$ cat config.mk
export PLATFORM = sky130hd
export DESIGN_NAME = router_fifo_nport
export DESIGN_NICKNAME = d
export VERILOG_FILES = /design/src/rtl/router_fifo_nport.sv
export SDC_FILE = /design/constraint.sdc
export NUM_CORES = 1
export LEC_CHECK = 0
export CAP_MARGIN = 10
export CORE_ASPECT_RATIO = 1.2
export CORE_MARGIN = 5
export CORE_UTILIZATION = 60
export CTS_BUF_LIST = sky130_fd_sc_hd__clkbuf_4 sky130_fd_sc_hd__clkbuf_8
export DETAILED_ROUTE_END_ITERATION = 10
export MAX_ROUTING_LAYER = met4
export PLACE_DENSITY = 0.83
export SLEW_MARGIN = 20
export SYNTH_ARGS = -nofsm -noshare
export SYNTH_HDL_FRONTEND = slang
export SYNTH_SLANG_ARGS = --single-unit
$ cat constraint.sdc
create_clock -name clk -period 5.8 [get_ports clk]
set_input_delay 1.16 -clock clk [delete_from_list [all_inputs] [get_ports clk]]
set_output_delay 1.16 -clock clk [all_outputs]
set_load 0.02 [all_outputs]
$ cat src/rtl/router_fifo_nport.sv
// Address-routed 1-to-NUM_OUT splitter with an independent DEPTH-entry FIFO
// per output port; valid/ready handshakes on both sides.
module router_fifo_nport #(
  parameter int DATA_WIDTH = 32,
  parameter int NUM_OUT    = 4,
  parameter int DEPTH      = 4,
  localparam int AW        = $clog2(NUM_OUT),
  localparam int PW        = $clog2(DEPTH),
  localparam int CW        = PW + 1
) (
  input  logic                          clk,
  input  logic                          resetn,
  input  logic [DATA_WIDTH-1:0]         din,
  input  logic                          din_valid,
  input  logic [AW-1:0]                 din_addr,
  output logic                          din_ready,
  output logic [NUM_OUT*DATA_WIDTH-1:0] dout,
  output logic [NUM_OUT-1:0]            dout_valid,
  input  logic [NUM_OUT-1:0]            dout_ready,
  output logic [NUM_OUT*CW-1:0]         fill
);

  logic [DATA_WIDTH-1:0] mem  [NUM_OUT][DEPTH];
  logic [PW-1:0]         wptr [NUM_OUT];
  logic [PW-1:0]         rptr [NUM_OUT];
  logic [CW-1:0]         cnt  [NUM_OUT];
  logic                  push;
  logic [NUM_OUT-1:0]    push_sel;
  logic [NUM_OUT-1:0]    pop;

  // Ready looks only at the addressed port's occupancy, so a pop on a full
  // port never lets a word through in the same cycle.
  assign din_ready = (cnt[din_addr] != CW'(DEPTH));
  assign push      = din_valid & din_ready;

  always_comb begin
    push_sel = '0;
    pop      = '0;
    for (int unsigned p = 0; p < NUM_OUT; p++) begin
      push_sel[p] = push && (din_addr == AW'(p));
      pop[p]      = (cnt[p] != '0) && dout_ready[p];
    end
  end

  always_comb begin
    dout       = '0;
    dout_valid = '0;
    fill       = '0;
    for (int unsigned p = 0; p < NUM_OUT; p++) begin
      dout_valid[p]        = (cnt[p] != '0);
      fill[p*CW +: CW]     = cnt[p];
      if (cnt[p] != '0)
        dout[p*DATA_WIDTH +: DATA_WIDTH] = mem[p][rptr[p]];
    end
  end

  always_ff @(posedge clk or negedge resetn) begin
    if (!resetn) begin
      for (int unsigned p = 0; p < NUM_OUT; p++) begin
        wptr[p] <= '0;
        rptr[p] <= '0;
        cnt[p]  <= '0;
      end
    end else begin
      for (int unsigned p = 0; p < NUM_OUT; p++) begin
        if (push_sel[p]) wptr[p] <= wptr[p] + PW'(1);
        if (pop[p])      rptr[p] <= rptr[p] + PW'(1);
        case ({push_sel[p], pop[p]})
          2'b10:   cnt[p] <= cnt[p] + CW'(1);
          2'b01:   cnt[p] <= cnt[p] - CW'(1);
          default: cnt[p] <= cnt[p];
        endcase
      end
    end
  end

  // Storage is deliberately left out of reset.
  always_ff @(posedge clk) begin
    if (push) mem[din_addr][wptr[din_addr]] <= din;
  end

endmodule
==> summary.md, run 1 <==
| Metric | Value |
|---|---|
| Outcome | complete, no violations |
| Clock skew | 0.0208 ns |
| Total clock sinks | 540 |
| Syn Area/Cell | 21.8 um^2 |
| Number of setup buffers added after CTS | 0 |
| Worst-path clk slew | 0.06 ns |
| Pin count of the biggest net entering global routing | 35 |
| Xor and xnor fraction of the mapped netlist area | 1.18% |
| Drt first pass iters | 5 |
| Rows | 74 |
| Adder-Cell Fraction of Synth Area | 0.625% |
| Final HPWL DP | 27.4 mm |
| Core area | 34,200 um^2 |
| YS warnings | 0 |
| Die width | 180 um |
| Final hold slack | 0.485 ns |
| Critical Path Source Type | primary input |
| IO Count | 186 |
| Top-area cell type share of the netlist area | 73.8% |
| Mapped cell area | 20,800 um^2 |
| Synth Area in Compound Gates | 0.132% |
| CP dominant cell by count | clkdlybuf4s50_1 |
| Die height | 214 um |
| Synth Instances | 955 |
| Routed length per instance | 26.7 um |
| Post-synthesis sequential area ratio | 77.2% |
| Drc violations | 0 |
| CTS tree | built |
| Yosys top cell by area | edfxtp_1 |
| Worst Path Arrival | 3.43 ns |
| Hold violation count in the final report | 0 |
| Worst-Margin Slew | 1.12 ns |
| Post-Syn Nets | 1,004 |
| Worst slew margin | 25.0% |
| Setup_tns | 0 ns |
| Fraction of layout instances using a drive strength above 1 | 24.9% |
| Logic pwr share | 35.5% |
| Remaining Overflow, GRT | 0 |
| P per Cell Area | 506 nW/um^2 |
| Synth top area cells | edfxtp_1 74%, mux4_2 14%, and2_1 4.0% |
| Post-route ant nets | 0 |
| Reported max-cap violation count | 0 |
| Worst skew pair latency | 0.60 ns |
| Pins Over Slew Limit | 0 |
| Tmin final | 4.59 ns |
| Die area | 38,500 um^2 |
| Hold Path Class | reg -> reg |
| Max VDD drop | 0.353 mV |
| NumNets Final | 1,245 |
| Final Setup Violations | 0 |
| CTS-repair resized insts | 0 |
| CP Capture Type | primary output |
| Vias/cell | 5.96 |
| Leakage | 8.11 nW |
| FFs w/ async S/R, synth | 5.19% |
| Hold-fix buffers, CTS | 0 |
| H-tree Lvls | 3 |
| Synthesized flop and latch total | 540 |
| Non-filler instance count after layout | 1,715 |
| Largest family of logic cells by synthesized area | multiplexers |
| CP max stage cell | clkdlybuf4s50_1 |
| Fmax | 218 MHz |
| CTS buffer count | 81 |
| CP required | 4.64 ns |
| Post-placement setup slack | 1.24 ns |
| Slowest Stage Delay on Critical Path | 0.74 ns |
| Fin crit share | 79.2% |
| Via count | 10,200 |
| Clock Path Buffers | 3 |
| First-pass GRT wire length | 68.1 mm |
| GPL Wtd Cong | 0.820 |
| Top_reg_cell synth | edfxtp_1 |
| GRT Util Overall | 24.3% |
| Power share of the clock group | 24.3% |
| Inst Count DP | 1,566 |
| Top cells by count, synth | 512 x edfxtp_1, 132 x and2_1, 129 x mux4_2, 28 x dfrtp_1, 24 x clkbuf_1 |
| DRT Wirelength | 45.7 mm |
| EDFF count, synth | 512 |
| Antenna violations before repair | 1 |
| Slack of the critical path | 1.21 ns |
| Port bufs | 185 |
| Sequential Power Share | 40.2% |
| Total internal power | 8.55 mW |
| Top-count cell post-synth | edfxtp_1 |
| Psw | 4.08 mW |
| Mux contribution to synthesized area | 14.1% |
| Cells along the critical path | clkdlybuf4s50_1 > or2b_1 > a31oi_1 > or4_4 > clkdlybuf4s50_1 |
| Max FO, Critical Path | 12 |
| Initial Util | 60.9% |
| Area grow syn2layout | 20.0% |
| Netlist cell types | 31 |
| Root Buffer Master | clkbuf_8 |
| Switching Share | 32.3% |
| RSZ-0062 raised after global routing | false |
| Area share of and/or/nand/nor cells after synthesis | 5.41% |
| Initial drt markers | 989 |
| Vias in the first global route | 11,000 |
| Kind of critical path | in -> out |
-- area by class of cell --
class	count	area, um^2
fill	1803	9180
timing repair buffer	206	2080
antenna	1	2.50
inverter	12	45.0
clock inverter	29	219
sequential	540	16100
multi-input combinational	355	4590
clock buffer	116	1390
tap	456	571
-- registers in the layout, indices dropped and copies added, names as in the netlist --
name	cells
rptr	8
wptr	8
mem	512
fill	12
-- final timing paths --
path,depth (start not counted),slack (ns),end,from
hold / removal,1,0.49,wptr[4]$_DFFE_PN0P_,wptr[4]$_DFFE_PN0P_
hold reg to reg,1,0.49,wptr[4]$_DFFE_PN0P_,wptr[4]$_DFFE_PN0P_
setup / recovery,5,1.21,din_ready,din_addr[0]
setup reg to reg,5,2.85,mem[3][14]$_DFFE_PP_,fill[0]$_DFFE_PN0P_
max in group asynchronous,2,4.56,rptr[4]$_DFFE_PN0P_,resetn
min in group asynchronous,2,0.94,wptr[0]$_DFFE_PN0P_,resetn
-- critical path: cells and delay by family --
kind / cells / cell delay (ns)
buffers and inverters: 2 / 1.33
AND/OR/NAND/NOR: 2 / 0.89
AO/OA/AOI/OAI: 1 / 0.06
-- per-layer routing --
layer | wire (um) | GRT usage (%) | vias to the layer above
met5 | 0 | - | -
met2 | 25000 | 41.1 | 502
met3 | 3170 | 4.46 | 57
met4 | 817 | 7.14 | 0
met1 | 16800 | 30.7 | 5340
li1 | - | - | 4323
-- layout by cell type, fill, tap and decap left out, drive strengths merged --
| cell type | count |
|---|---|
| a311oi | 1 |
| clkinv | 20 |
| clkinvlp | 2 |
| xor2 | 12 |
| mux4 | 129 |
| nor3 | 3 |
| nor2b | 2 |
| ha | 4 |
| clkdlybuf4s50 | 185 |
| nand4 | 4 |
| buf | 21 |
| dfrtp | 28 |
| mux2i | 4 |
| edfxtp | 512 |
| or4 | 1 |
| and2 | 132 |
| or2b | 1 |
| nor4 | 1 |
| nand3b | 1 |
| fa | 4 |
| nand3 | 6 |
| nand2 | 8 |
| xnor2 | 16 |
| clkbuf | 116 |
| nand2b | 1 |
| bufinv | 3 |
| or3 | 4 |
| and3 | 1 |
| inv | 16 |
| a31oi | 3 |
| nor2 | 17 |
| diode | 1 |
-- through the flow --
stage	cell area, um^2	total power, mW	utilization [%]
after floorplan	20800	7.59	-
after global placement	23300	9.58	68.1
after detailed placement	23300	9.67	68.2
after CTS	24900	12.7	72.9
after global routing	25000	13.2	73.1
final	25000	12.6	73.1
-- kinds of logic after synthesis --
family                   count (synthesis)
buffers and inverters                   60
AND/OR/NAND/NOR                        182
AO/OA/AOI/OAI                            4
multiplexers                           133
XOR/XNOR                                28
flip-flops                             540
adder cells (fa/ha/maj)                  8
-- power by group through the flow --
stage	clock network [mW]	logic [mW]	registers, mW
6_report	3.07	4.48	5.08
5_1_grt	3.33	4.74	5.14
4_1_cts	3.10	4.54	5.09
3_5_place_dp	0	4.51	5.16
3_3_place_gp	0	4.45	5.13
2_1_floorplan	0	2.84	4.75
Note: power is estimated with default switching activity, not from simulation.
==> inputs of run 2 (changes only) <==
==> constraint.sdc (replaced) <==
create_clock -name clk -period 4.3 [get_ports clk]
set_input_delay 0.86 -clock clk [delete_from_list [all_inputs] [get_ports clk]]
set_output_delay 0.86 -clock clk [all_outputs]
set_load 0.02 [all_outputs]
==> run 2 against run 1 <==
Effect of this change: cell count up 0.58%; sequential share of layout area is 0.11 points lower; worst hold slack improved by 0.0029 ns; core utilization up 0.12 points; via count grew 1.6%; routed wire length rose by 4.2%; clock-buffer cell count decreased by 14; global-route usage is 1.6 points higher; largest cell class unchanged.
==> summary.md, run 2 (synthesized netlist as in run 1, its figures left out) <==
| Metric | Value |
|---|---|
| # fillers | 1,829 |
| CTS-repair resized insts | 0 |
| Die area | 38,500 um^2 |
| Clock Path Buffers | 3 |
| GRT Util Overall | 25.9% |
| Die height | 214 um |
| Most common cell after layout, fill and taps aside | edfxtp_1 |
| Routed length per instance | 27.6 um |
| Via count | 10,400 |
| Worst Path Arrival | 3.06 ns |
| GPL Wtd Cong | 0.810 |
| Logic pwr share | 37.2% |
| Min-Delay Startpoint | wptr[6]$_DFFE_PN0P_ |
| Area grow syn2layout | 20.2% |
| CTS buffer count | 77 |
| Total power | 17.0 mW |
| IO Count | 186 |
| Worst slew margin | 29.0% |
| Fraction of layout instances using a drive strength above 1 | 25.4% |
| Worst reg2reg path endpoint | fill[5]$_DFFE_PN0P_ |
| Fin util | 73.2% |
| CP delay by family, top | buffers and inverters |
| Critical Path Source Type | flip-flop |
| Largest register FFs | 512 |
| Vias in the first global route | 11,200 |
| Total clock sinks | 540 |
| Worst-Margin Slew | 1.07 ns |
| CTS tree | built |
| Most frequent cells in the layout | 512 x edfxtp_1, 185 x clkdlybuf4s50_1, 132 x and2_1 |
| Final Setup Violations | 0 |
| Core area | 34,200 um^2 |
| NumNets Final | 1,256 |
| P per Cell Area | 680 nW/um^2 |
| Non-filler instance count after layout | 1,725 |
| Max VDD drop | 0.507 mV |
| Rows | 74 |
| Post-route ant nets | 0 |
| Worst hold path stage count | 1 |
| Slowest Stage Delay on Critical Path | 0.83 ns |
| RR Startpoint | fill[5]$_DFFE_PN0P_ |
| CP required | 3.44 ns |
| Hold Path Class | reg -> reg |
| First-pass GRT wire length | 71.8 mm |
| Multi-input gate area | 4590 um^2 |
| Worst-case hold path end point | wptr[6]$_DFFE_PN0P_ |
| Initial drt markers | 1,056 |
| Hold violation count in the final report | 0 |
| Total internal power | 11.4 mW |
| Die width | 180 um |
| RSZ-0062 raised after global routing | false |
| Reported max-cap violation count | 0 |
| CP max stage cell | dfrtp_2 |
| R2R cell count | 9 |
| Worst-path clk slew | 0.06 ns |
| CP Capture Type | primary output |
| Fin crit share | 91.2% |
| Placed Area | 23,500 um^2 |
| Cells along the critical path | buf_12 > mux4_2 > and2_1 > clkdlybuf4s50_1 |
| Remaining Overflow, GRT | 0 |
| Initial Util | 60.9% |
| Drt first pass iters | 5 |
| Switching Share | 32.7% |
| Pin count of the biggest net entering global routing | 35 |
| Final hold slack | 0.488 ns |
| Number of setup buffers added after CTS | 0 |
| Outcome | complete, no violations |
| H-tree Lvls | 3 |
| Vias/cell | 6.02 |
| Inst Count DP | 1,584 |
| R2r setup slk | 1.41 ns |
| Root Buffer Master | clkbuf_8 |
| Psw | 5.56 mW |
| Antenna violations before repair | 1 |
| Max FO, Critical Path | 19 |
| Clock skew | 0.0272 ns |
| Tmin final | 3.92 ns |
| FF+latch area | 16,100 um^2 |
| Final HPWL DP | 29.3 mm |
| CP Buf/Inv Count | 2 |
| Hold-fix buffers, CTS | 0 |
| Fmax | 255 MHz |
| DRT Wirelength | 47.7 mm |
| Pins Over Slew Limit | 0 |
| Final instance area | 25,000 um^2 |
| Sequential Power Share | 39.4% |
| Worst skew pair latency | 0.60 ns |
| Port bufs | 185 |
| Kind of critical path | reg -> out |
| Power share of the clock group | 23.4% |
| Leakage | 8.17 nW |
| Drc violations | 0 |
[run 2: metrics by stage]
stage	TNS, ns	worst slack (ns)
2_1_floorplan	-13.72	-0.143
3_3_place_gp	0	0.546
3_5_place_dp	0	0.513
4_1_cts	0	0.300
5_1_grt	0	0.216
6_report	0	0.377
[run 2: worst max-delay path by stage]
| stage | start | endpoint | slack [ns] | depth (start not counted) |
|---|---|---|---|---|
| final | rptr[4]$_DFFE_PN0P_ | dout[48] | 0.38 | 4 |
| after global routing | rptr[4]$_DFFE_PN0P_ | dout[48] | 0.22 | 4 |
| after CTS | rptr[4]$_DFFE_PN0P_ | dout[48] | 0.30 | 4 |
| after detailed placement | din_addr[1] | din_ready | 0.51 | 5 |
| after global placement | din_addr[1] | din_ready | 0.55 | 5 |
| after floorplan | din_addr[1] | mem[1][100]$_DFFE_PP_ | -0.14 | 4 |
[run 2: metal layers]
metal  global-route usage [%]  vias up  share of wire [%]
li1                         -     4358                  -
met1                     32.2     5472                 36
met2                     43.5      482                 54
met3                     5.56       73                7.4
met4                     8.07        0                2.6
met5                        -        -                  0
[run 2: layout make-up]
cell class | instances | area share [%]
multi-input cells | 355 | 18.4
clock buffers | 102 | 5.14
clock inverters | 38 | 1.02
repair buffers | 221 | 8.73
inverters | 12 | 0.180
well taps | 456 | 2.28
flip-flops and latches | 540 | 64.3
diodes | 1 | 0.0100
[run 2: power groups by stage]
stage / clock [mW] / sequential [mW] / combinational [mW]
2_1_floorplan: 0 / 6.40 / 3.83
3_3_place_gp: 0 / 6.79 / 6.27
3_5_place_dp: 0 / 6.82 / 6.36
4_1_cts: 4.04 / 6.72 / 6.41
5_1_grt: 4.33 / 6.76 / 6.66
6_report: 3.98 / 6.71 / 6.32
